File: src/rtl/uart_pkg.sv
// -----------------------------------------------------------------------------
// uart_pkg
// Shared UART definitions used by both the TX and RX sides: frame state
// encodings, the default baud divisor for a 100 MHz clock at 115200 baud,
// parity-mode constants and a parity helper.
// Ports: none (package).
// -----------------------------------------------------------------------------
package uart_pkg;

   typedef enum logic [2:0] {
      UART_IDLE   = 3'd0,
      UART_START  = 3'd1,
      UART_DATA   = 3'd2,
      UART_PARITY = 3'd3,
      UART_STOP   = 3'd4
   } uart_state_t;

   localparam int unsigned UART_CLKS_PER_BIT_DEFAULT = 868;

   localparam bit UART_PARITY_EVEN = 1'b0;
   localparam bit UART_PARITY_ODD  = 1'b1;

   // Parity over a word zero-extended to the widest supported data width;
   // the extra zero bits do not change the XOR.
   function automatic logic uart_parity(input logic [8:0] data, input logic odd);
      logic p;
      p = odd;
      for (int unsigned i = 0; i < 9; i++) begin
         p = p ^ data[i];
      end
      return p;
   endfunction

endpackage

File: src/rtl/uart_tx_param_if.sv
// -----------------------------------------------------------------------------
// uart_tx_param_if
// Valid/ready word handshake between a byte source and the UART transmitter.
// Signals:
//   tx_valid  source has a word on tx_data
//   tx_data   word to send (DATA_BITS wide, LSB sent first)
//   tx_ready  transmitter can accept a word this cycle
// Modports: master = word source, slave = transmitter.
// -----------------------------------------------------------------------------
interface uart_tx_param_if #(
   parameter int unsigned DATA_BITS = 8
) ();

   logic                 tx_valid;
   logic [DATA_BITS-1:0] tx_data;
   logic                 tx_ready;

   modport master (output tx_valid, output tx_data, input tx_ready);
   modport slave  (input tx_valid, input tx_data, output tx_ready);

endinterface

File: src/rtl/uart_baud_gen.sv
// -----------------------------------------------------------------------------
// uart_baud_gen
// Bit-period counter. Counts 0..CLKS_PER_BIT-1 while enabled and wraps at
// each bit boundary.
// Ports:
//   clk          system clock
//   reset_n      asynchronous active-low reset
//   clear        synchronous clear of the counter (start of a new frame)
//   enable       count this cycle
//   bit_end      terminal count: last cycle of the current bit
//   bit_pre_end  cycle before the terminal count, for registered look-ahead
// -----------------------------------------------------------------------------
module uart_baud_gen
   import uart_pkg::*;
#(
   parameter int unsigned CLKS_PER_BIT = UART_CLKS_PER_BIT_DEFAULT
) (
   input  logic clk,
   input  logic reset_n,
   input  logic clear,
   input  logic enable,
   output logic bit_end,
   output logic bit_pre_end
);

   localparam int unsigned CW = (CLKS_PER_BIT > 1) ? $clog2(CLKS_PER_BIT) : 1;
   localparam logic [CW-1:0] CNT_LAST = CW'((CLKS_PER_BIT >= 1) ? CLKS_PER_BIT - 1 : 0);
   localparam logic [CW-1:0] CNT_PRE  = CW'((CLKS_PER_BIT >= 2) ? CLKS_PER_BIT - 2 : 0);

   logic [CW-1:0] cnt;

   always_ff @(posedge clk or negedge reset_n) begin
      if (!reset_n) begin
         cnt <= '0;
      end else if (clear) begin
         cnt <= '0;
      end else if (enable) begin
         if (cnt == CNT_LAST) begin
            cnt <= '0;
         end else begin
            cnt <= cnt + 1'b1;
         end
      end
   end

   assign bit_end     = enable && (cnt == CNT_LAST);
   assign bit_pre_end = enable && (cnt == CNT_PRE);

endmodule

File: src/rtl/uart_tx_param.sv
// -----------------------------------------------------------------------------
// uart_tx_param
// Parametrised UART transmitter: start bit, DATA_BITS data bits (LSB first),
// optional even/odd parity bit, STOP_BITS stop bits. Words enter through a
// valid/ready handshake and are buffered for the duration of the frame.
// Ports:
//   clk      system clock, rising edge
//   reset_n  asynchronous active-low reset; aborts any frame in progress
//   bus      slave side of the word handshake (tx_valid, tx_data, tx_ready)
//   tx_out   registered serial line, idles high
//   tx_busy  registered, high while a frame is in progress
//   tx_done  registered one-cycle pulse in the final stop-bit cycle
// -----------------------------------------------------------------------------
module uart_tx_param
   import uart_pkg::*;
#(
   parameter int unsigned CLKS_PER_BIT = UART_CLKS_PER_BIT_DEFAULT,
   parameter int unsigned DATA_BITS    = 8,
   parameter int unsigned PARITY_EN    = 1,
   parameter int unsigned PARITY_ODD   = 0,
   parameter int unsigned STOP_BITS    = 1
) (
   input  logic            clk,
   input  logic            reset_n,
   uart_tx_param_if.slave  bus,
   output logic            tx_out,
   output logic            tx_busy,
   output logic            tx_done
);

   if (CLKS_PER_BIT < 2) begin : g_bad_clks
      $error("uart_tx_param: CLKS_PER_BIT must be >= 2");
   end
   if (DATA_BITS < 5 || DATA_BITS > 9) begin : g_bad_data
      $error("uart_tx_param: DATA_BITS must be in 5..9");
   end
   if (STOP_BITS != 1 && STOP_BITS != 2) begin : g_bad_stop
      $error("uart_tx_param: STOP_BITS must be 1 or 2");
   end

   localparam int unsigned BW = $clog2(DATA_BITS);
   localparam logic [BW-1:0] BIT_LAST  = BW'(DATA_BITS - 1);
   localparam logic          STOP_LAST = (STOP_BITS == 2);
   localparam logic          ODD_SEL   = (PARITY_ODD != 0) ? UART_PARITY_ODD : UART_PARITY_EVEN;

   uart_state_t          state_q, state_d;
   logic [BW-1:0]        bit_q, bit_d;
   logic                 stop_q, stop_d;
   logic [DATA_BITS-1:0] buf_q;
   logic                 par_q;
   logic                 out_d;
   logic                 done_d;
   logic                 accept;
   logic                 bit_end;
   logic                 bit_pre_end;

   assign bus.tx_ready = (state_q == UART_IDLE);
   assign accept       = bus.tx_valid && (state_q == UART_IDLE);

   uart_baud_gen #(
      .CLKS_PER_BIT(CLKS_PER_BIT)
   ) u_baud (
      .clk        (clk),
      .reset_n    (reset_n),
      .clear      (accept),
      .enable     (state_q != UART_IDLE),
      .bit_end    (bit_end),
      .bit_pre_end(bit_pre_end)
   );

   always_ff @(posedge clk or negedge reset_n) begin
      if (!reset_n) begin
         state_q <= UART_IDLE;
         bit_q   <= '0;
         stop_q  <= 1'b0;
         buf_q   <= '0;
         par_q   <= 1'b0;
         tx_out  <= 1'b1;
         tx_busy <= 1'b0;
         tx_done <= 1'b0;
      end else begin
         state_q <= state_d;
         bit_q   <= bit_d;
         stop_q  <= stop_d;
         if (accept) begin
            buf_q <= bus.tx_data;
            par_q <= uart_parity(9'(bus.tx_data), ODD_SEL);
         end
         tx_out  <= out_d;
         tx_busy <= (state_d != UART_IDLE);
         tx_done <= done_d;
      end
   end

   // Outputs are registered, so the line level and done flag are decoded from
   // the next state; tx_done is set one cycle ahead using bit_pre_end so that
   // the registered pulse lands in the final stop-bit cycle.
   always_comb begin
      state_d = state_q;
      bit_d   = bit_q;
      stop_d  = stop_q;
      done_d  = 1'b0;
      out_d   = 1'b1;

      case (state_q)
         UART_IDLE: begin
            if (accept) begin
               state_d = UART_START;
               bit_d   = '0;
               stop_d  = 1'b0;
            end
         end
         UART_START: begin
            if (bit_end) begin
               state_d = UART_DATA;
            end
         end
         UART_DATA: begin
            if (bit_end) begin
               if (bit_q == BIT_LAST) begin
                  bit_d   = '0;
                  state_d = (PARITY_EN != 0) ? UART_PARITY : UART_STOP;
               end else begin
                  bit_d = bit_q + 1'b1;
               end
            end
         end
         UART_PARITY: begin
            if (bit_end) begin
               state_d = UART_STOP;
            end
         end
         UART_STOP: begin
            if (bit_pre_end && (stop_q == STOP_LAST)) begin
               done_d = 1'b1;
            end
            if (bit_end) begin
               if (stop_q == STOP_LAST) begin
                  state_d = UART_IDLE;
                  stop_d  = 1'b0;
               end else begin
                  stop_d = 1'b1;
               end
            end
         end
         default: begin
            state_d = UART_IDLE;
         end
      endcase

      case (state_d)
         UART_START:  out_d = 1'b0;
         UART_DATA:   out_d = buf_q[bit_d];
         UART_PARITY: out_d = par_q;
         default:     out_d = 1'b1;
      endcase
   end

endmodule

File: src/flat_wrapper.sv
// flat-port wrapper written by rule: the top's interface ports become plain ports
module uart_tx_param_flat import uart_pkg::*;
#(
   parameter int unsigned CLKS_PER_BIT = UART_CLKS_PER_BIT_DEFAULT,
   parameter int unsigned DATA_BITS    = 8,
   parameter int unsigned PARITY_EN    = 1,
   parameter int unsigned PARITY_ODD   = 0,
   parameter int unsigned STOP_BITS    = 1
)
  (clk, reset_n, tx_out, tx_busy, tx_done, bus_tx_valid, bus_tx_data, bus_tx_ready);
  uart_tx_param_if #(.DATA_BITS(DATA_BITS)) bus_i ();
  input  logic clk;
  input  logic reset_n;
  output logic tx_out;
  output logic tx_busy;
  output logic tx_done;
  input wire logic [$bits(bus_i.tx_valid)-1:0] bus_tx_valid;
  input wire logic [$bits(bus_i.tx_data)-1:0] bus_tx_data;
  output wire logic [$bits(bus_i.tx_ready)-1:0] bus_tx_ready;
  assign bus_i.tx_valid = bus_tx_valid;
  assign bus_i.tx_data = bus_tx_data;
  assign bus_tx_ready = bus_i.tx_ready;
  uart_tx_param #(.CLKS_PER_BIT(CLKS_PER_BIT), .DATA_BITS(DATA_BITS), .PARITY_EN(PARITY_EN), .PARITY_ODD(PARITY_ODD), .STOP_BITS(STOP_BITS)) u_core (.clk(clk), .reset_n(reset_n), .bus(bus_i), .tx_out(tx_out), .tx_busy(tx_busy), .tx_done(tx_done));
endmodule
File: config.mk
export PLATFORM = sky130hd
export DESIGN_NAME = uart_tx_param_flat
export DESIGN_NICKNAME = d
export VERILOG_FILES = /design/src/rtl/uart_pkg.sv /design/src/rtl/uart_tx_param_if.sv /design/src/rtl/uart_baud_gen.sv /design/src/rtl/uart_tx_param.sv /design/src/flat_wrapper.sv
export SDC_FILE = /design/constraint.sdc
export NUM_CORES = 1
export LEC_CHECK = 0
export CORE_MARGIN = 2
export CORE_UTILIZATION = 50
export DETAILED_ROUTE_END_ITERATION = 10
export PLACE_DENSITY = 0.71
export RECOVER_POWER = 25
export SLEW_MARGIN = 20
export SYNTH_ARGS = -nofsm -noshare
export SYNTH_HDL_FRONTEND = slang
export SYNTH_HIERARCHICAL = 1
export SYNTH_SLANG_ARGS = --single-unit
File: constraint.sdc
create_clock -name clk -period 3.04 [get_ports clk]
set_input_delay 0.608 -clock clk [delete_from_list [all_inputs] [get_ports clk]]
set_output_delay 0.608 -clock clk [all_outputs]
set_load 0.01 [all_outputs]
# Yosys cells after proc, flatten, opt, wreduce, memory -nomap -nowiden
# Cells that the tools add are included.
[op_classes]
n_addsub = 2
order_cmp = 1
eq_ne = 12
muxes = 24
bitwise = 8
n_reduce_logical = 10
[op_table]
columns = ["op", "n"]
rows = [
  ["$mux W10", 3],
  ["$mux W3", 10],
  ["$eq A10 B10 Y1 const B", 2],
  ["$pmux W3 S5", 1],
  ["$eq A3 B2 Y1 const B", 4],
  ["$add A10 B1 Y10 const B", 1],
  ["$xor A1 B1 Y1", 7],
  ["$eq A3 B1 Y1 const B", 2],
  ["$eq A3 B3 Y1 const B", 2],
  ["$mux W1", 6],
  ["$pmux W3 S2", 1],
  ["$reduce_bool A3 Y1", 2],
  ["$logic_and A1 B1 Y1", 4],
  ["$lt A3 B4 Y1 const B", 1],
  ["$ne A2 B1 Y1 const B", 2],
  ["$reduce_bool A2 Y1", 2],
  ["$add A3 B1 Y3 const B", 1],
  ["$bmux W1 S3", 1],
  ["$logic_not A3 Y1", 1],
  ["$pmux W1 S3", 1],
  ["$reduce_and A3 Y1", 1],
  ["$pmux W1 S2", 1],
  ["$not A1 Y1", 1],
]
[totals]
register_bits = 29
input_bits = 11
output_inout_bits = 4

# Longest topological paths before layout
[depth]
depth_word = 7
ltp_mapped = 13
depth_no_buf = 11

# Hierarchy
# The synthesis kept the hierarchy.
[by_module_without_submodules]
columns = ["module", "n_inst", "cells_per_inst", "area_per_inst_um2", "seq_area_each_um2"]
rows = [
  ["uart_tx_param", 1, 98, 1016.0, 451.7],
  ["uart_baud_gen", 1, 61, 599.3, 250.2],
]

# Least setup slack after synthesis
# Ideal clock, no wire load.
[synth_timing]
path_type = "register -> register"
start = "register u_core.u_baud.cnt[2]"
end = "register u_core.tx_out"
setup_ns = 0.089
t_arrival_ns = 2.674
slack_ns = 0.276
stages_incl_launch_ff = 9
synth_period_minus_slack_ns = 2.764
path_cell_list = "dfrtp_1 or4b_4 nor4_1 buf_2 nand2_1 o41a_2 nand2_4 mux4_2 a211oi_1"
[synth_via]
elab_chain_len = 7
[synth_rtl]
columns = ["element", "line_no", "rtl"]
rows = [
  ["from (decl)", "uart_baud_gen.sv:30", "logic [CW-1:0] cnt;"],
  ["from (signal assigned)", "uart_baud_gen.sv:41", "cnt <= cnt + 1'b1;"],
  ["$eq A10 B10 Y1", "uart_baud_gen.sv:46", "assign bit_end = enable && (cnt == CNT_LAST);"],
  ["$logic_and A1 B1 Y1", "uart_baud_gen.sv:46", ""],
  ["net u_core.bit_end", "uart_tx_param.sv:54", "logic bit_end;"],
  ["$mux W3", "uart_tx_param.sv:119", "if (bit_end) begin"],
  ["$pmux W3 S2", "uart_tx_param.sv:105", "case (state_q)"],
  ["net u_core.bit_d[0]", "uart_tx_param.sv:47", "logic [BW-1:0] bit_q, bit_d;"],
  ["$bmux W1 S3", "uart_tx_param.sv:153", "UART_DATA: out_d = buf_q[bit_d];"],
  ["$mux W1 (implied by the code)", "uart_tx_param.sv:153", ""],
  ["$pmux W1 S3", "uart_tx_param.sv:151", "case (state_d)"],
  ["net u_core.out_d", "uart_tx_param.sv:51", "logic out_d;"],
  ["to (signal assigned)", "uart_tx_param.sv:89", "tx_out <= out_d;"],
  ["to (decl)", "uart_tx_param.sv:26", "output logic tx_out,"],
]
# The timed path passes the listed nets, and every way through them passes these cells. The select of a mux whose other input is x is not followed.
# A chain may end at the register's enable or synchronous reset.

# Worst setup path in the final report
# Ends and elaborated chain as after synthesis.

==> reports/results.tsv <==
stage	metric	value	unit
outcome	run status	finished clean	
drt	routed length per instance	14.1	microns
drt	overall via count from detail_route	1255	
synthesis	number of warnings issued by yosys	6	
critical_path	endpoint of the most critical register-to-register path	u_core/tx_out$_DFF_PN1_	
power	internal power component	0.000575	W
power	fraction of power spent switching nets	33.3	%
critical_path	required time of the critical path	3.30	ns
timing	minimum hold slack	0.526	ns
final_layout	final instance count without filler cells	221	
timing	setup-violating endpoint count in the final report	0	
critical_path	crit end category	flop	
critical_path	Worst R2R Path Depth	7	
final_layout	Antenna diodes	0	
placement	HPWL Detailed	2.33	mm
critical_path	source of the worst register-to-register timing path	u_core/u_baud/cnt[2]$_DFFE_PN0P_	
synthesis	dominant cell type by area after synthesis	sky130_fd_sc_hd__dfrtp_1	
placement	cell total after placement	217	
drt	routed vias/inst	5.68	
clocking	CTS Root Buffer Type	sky130_fd_sc_hd__clkbuf_4	
clocking	clock latency on the worst-skew pair	0.33	ns
clocking	TritonCTS clock tree	done	
clocking	H-tree levels	1	
global_routing	maximum number of pins on one net before global-route repair	29	
global_routing	Congestion Overflow GR	0	
worst_hold_path	Min-Delay Path Class	flop to flop	
timing	transition at the pin with the smallest max-transition slack	1.47	ns
floorplanning	effective utilization at floorplan	52.9	%
timing	minimum period implied by the final worst setup slack	2.82	ns
timing	count of endpoints failing hold in the final timing report	0	
drt	Residual DRC	0	
synthesis	largest cells by area after synthesis	sky130_fd_sc_hd__dfrtp_1 42%, sky130_fd_sc_hd__xnor2_1 4.3%, sky130_fd_sc_hd__inv_1 3.5%, sky130_fd_sc_hd__o21ai_0 3.4%, sky130_fd_sc_hd__ha_1 3.1%	
critical_path	Setup crit start kind	flop	
drt	violation count after the first detailed-routing iteration	65	
timing	number of max-slew violations in the final report	0	
clocking	count of buffers added by post-CTS timing repair for setup	0	
drt	count of antenna-violating nets left after detailed routing	0	
critical_path	slowest library cell on the worst path	sky130_fd_sc_hd__or4b_4	
clocking	number of buffers created by CTS	3	
final_layout	area overhead of the layout relative to synthesis	14.3	%
timing	setup repair after global routing missed its margin	no	
synthesis	combined area of all synthesized cells	0.00162	sq mm
floorplanning	I/O pin total	15	
power	leak pwr	0.764	nW
global_routing	number of global-route vias before repair	1202	
timing	headroom to the max-slew limit	2.25	%
timing	part of the cycle the worst path needs	92.9	%
floorplanning	Placement Rows	20	
power	portion of total power attributed to the clock network	18.4	%
synthesis	syn nets	174	
floorplanning	Core ar.	0.00305	sq mm
clocking	sink count of the clock tree	28	
power	PwrDens	467	mW/mm^2
synthesis	asr flop ratio synth	100	%
synthesis	average size of a mapped cell	10.2	sq um
critical_path	slack of the worst reg-to-reg path	0.22	ns
critical_path	Buf+Inv Stages, Crit Path	0	
placement	Port Buffers	14	
final_layout	share of final-layout standard cells stronger than drive strength 1	15.3	%
worst_hold_path	Worst Hold Depth	1	
critical_path	depth of the critical timing path with buffers and inverters included	7	
synthesis	predominant post-synthesis flop cell	sky130_fd_sc_hd__dfrtp_1	
power	maximum vdd drop	0.295	mV
synthesis	cell count after synthesis	159	
synthesis	post-synthesis sequential area ratio	43.5	%
synthesis	unique cell type count in the Yosys netlist	51	
timing	setup tns final	0	ns
synthesis	share of the synthesized area in the top cell type	41.8	%
critical_path	Worst Path Arrival	3.08	ns
global_routing	combined global-route utilization of all metal layers	19.3	%
power	switching power	0.000288	W
drt	final wirelength	3.11	mm
clocking	Bufs on Longest Clock Path	2	
global_routing	wire length of the first global-routing pass	5.35	mm
critical_path	Setup crit end	u_core/tx_out$_DFF_PN1_	
critical_path	kind of cell adding the most delay to the critical path	simple AND/OR/NAND/NOR gates	
floorplanning	die extent in y	60.8	microns
synthesis	EDFF count, synth	0	
drt	first drt pass iteration count	4	
critical_path	kind of critical path	flop to flop	
job	Max-cap violations	0	
synthesis	#FFs+latches synth	28	
placement	final estimated routing congestion in global placement	0.854	
clocking	Clock transition at path regs	0.14	ns
critical_path	Max stage delay on crit path	0.61	ns
timing	post-route clock skew	0.00309	ns
synthesis	leading post-synthesis cells by instance count	27 x sky130_fd_sc_hd__dfrtp_1, 15 x sky130_fd_sc_hd__inv_1, 11 x sky130_fd_sc_hd__nand2_1, 11 x sky130_fd_sc_hd__o21ai_0	
critical_path	critical-path maximum fanout	6	
power	Sequential Power Share	59.4	%
power	Comb power frac	22.2	%
critical_path	beginning of the critical path	u_core/u_baud/cnt[2]$_DFFE_PN0P_	
global_routing	initial antenna violation count	0	
timing	achievable frequency	354	MHz
critical_path	crit path cell chain	or4b_4, nor4_2, nand2_1, o41a_2, nand2_4, mux4_2, a211oi_1	
floorplanning	Horiz. Die Dim	60.8	microns
synthesis	most frequent cell after synthesis	sky130_fd_sc_hd__dfrtp_1	
floorplanning	die footprint	0.00370	sq mm
final_layout	# nets final	193	
routing by layer:
layer  GRT usage [%]  up-vias  share of wire [%]
met5               0        -                  0
met4            8.39        0                1.5
met3            1.92        6                3.2
met2            32.0       23                 47
met1            25.7      611                 48
li1                -      615                  -
layout make-up:
class	count	area, sq um
repair buffers	19	174
clock buffers	4	26.3
flip-flops and latches	28	702
fillers	271	1210
inverters	15	56.3
multi-input cells	111	833
well taps	44	55.1
worst min path at each step:
stage / startpoint / end / slack [ns]
after floorplan: reset_n / u_core/bit_q[0]$_DFF_PN0_ / 0.31
after global placement: u_core/buf_q[5]$_DFFE_PN0P_ / u_core/buf_q[5]$_DFFE_PN0P_ / 0.50
after detailed placement: u_core/buf_q[5]$_DFFE_PN0P_ / u_core/buf_q[5]$_DFFE_PN0P_ / 0.50
after CTS: u_core/buf_q[5]$_DFFE_PN0P_ / u_core/buf_q[5]$_DFFE_PN0P_ / 0.53
after global routing: u_core/buf_q[5]$_DFFE_PN0P_ / u_core/buf_q[5]$_DFFE_PN0P_ / 0.56
final: u_core/buf_q[5]$_DFFE_PN0P_ / u_core/buf_q[5]$_DFFE_PN0P_ / 0.53
logic make-up (layout without fill, tap and decap cells):
family | count (synthesis) | in the layout | share of synthesized area [%]
DFF | 28 | 28 | 43.5
muxes | 5 | 5 | 4.18
AOI/OAI and AO/OA | 40 | 40 | 18.7
buffers and inverters | 20 | 38 | 5.34
xor gates and xnor gates | 10 | 10 | 5.42
adders and majority gates | 4 | 4 | 3.10
and+or+nand+nor | 52 | 52 | 19.8
power groups by stage:
stage               clock network (W)  logic [W]  registers, W
finish                       0.000159   0.000192      0.000512
global route                 0.000182   0.000224      0.000522
CTS                          0.000165   0.000194      0.000510
detailed placement                  0   0.000192      0.000517
global placement                    0   0.000185      0.000511
floorplan                           0   0.000140      0.000495
stage by stage:
stage | utilization [%] | setup slack (ns) | instance area (sq um) | total power (W)
floorplan | - | 0.276 | 1620 | 0.000635
global placement | 59.5 | 0.239 | 1820 | 0.000695
detailed placement | 59.5 | 0.149 | 1820 | 0.000709
CTS | 60.4 | 0.119 | 1840 | 0.000869
global route | 60.5 | 0.0576 | 1850 | 0.000929
finish | 60.5 | 0.215 | 1850 | 0.000863
what timing repair did:
action / 4_1_cts / 5_1_grt
endpoints found under the setup margin: 0 / 1
hold buffers: 0 / 0
resized for setup: 0 / 1
state kept, by name, indices dropped and copies added, names as in the netlist:
register / flops
u_core/u_baud/cnt: 10
u_core/buf_q: 8
u_core/bit_q: 3
u_core/state_q: 3
u_core/par_q: 1
u_core/tx_busy: 1
u_core/tx_done: 1
u_core/tx_out: 1
worst reg2reg max path: stages, from the launching register on:
cell and delay (ns):
sky130_fd_sc_hd__dfrtp_1 0.47, sky130_fd_sc_hd__or4b_4 0.61, sky130_fd_sc_hd__nor4_2 0.27, sky130_fd_sc_hd__nand2_1 0.12
sky130_fd_sc_hd__o41a_2 0.46, sky130_fd_sc_hd__nand2_4 0.08, sky130_fd_sc_hd__mux4_2 0.48, sky130_fd_sc_hd__a211oi_1 0.25
cell usage in the layout, fill, tap and decap left out, types with 4 or more instances in the layout:
master                             n
sky130_fd_sc_hd__a21oi_1           6
sky130_fd_sc_hd__buf_4             4
sky130_fd_sc_hd__clkdlybuf4s50_1  13
sky130_fd_sc_hd__dfrtp_1          27
sky130_fd_sc_hd__ha_1              4
sky130_fd_sc_hd__inv_1            15
sky130_fd_sc_hd__mux2_2            4
sky130_fd_sc_hd__nand2_1          11
sky130_fd_sc_hd__nand3_1           5
sky130_fd_sc_hd__nor2_1            8
sky130_fd_sc_hd__o21ai_0          11
sky130_fd_sc_hd__or3_1             4
sky130_fd_sc_hd__xnor2_1           8
No activity file was read; power rests on OpenSTA's default activity.
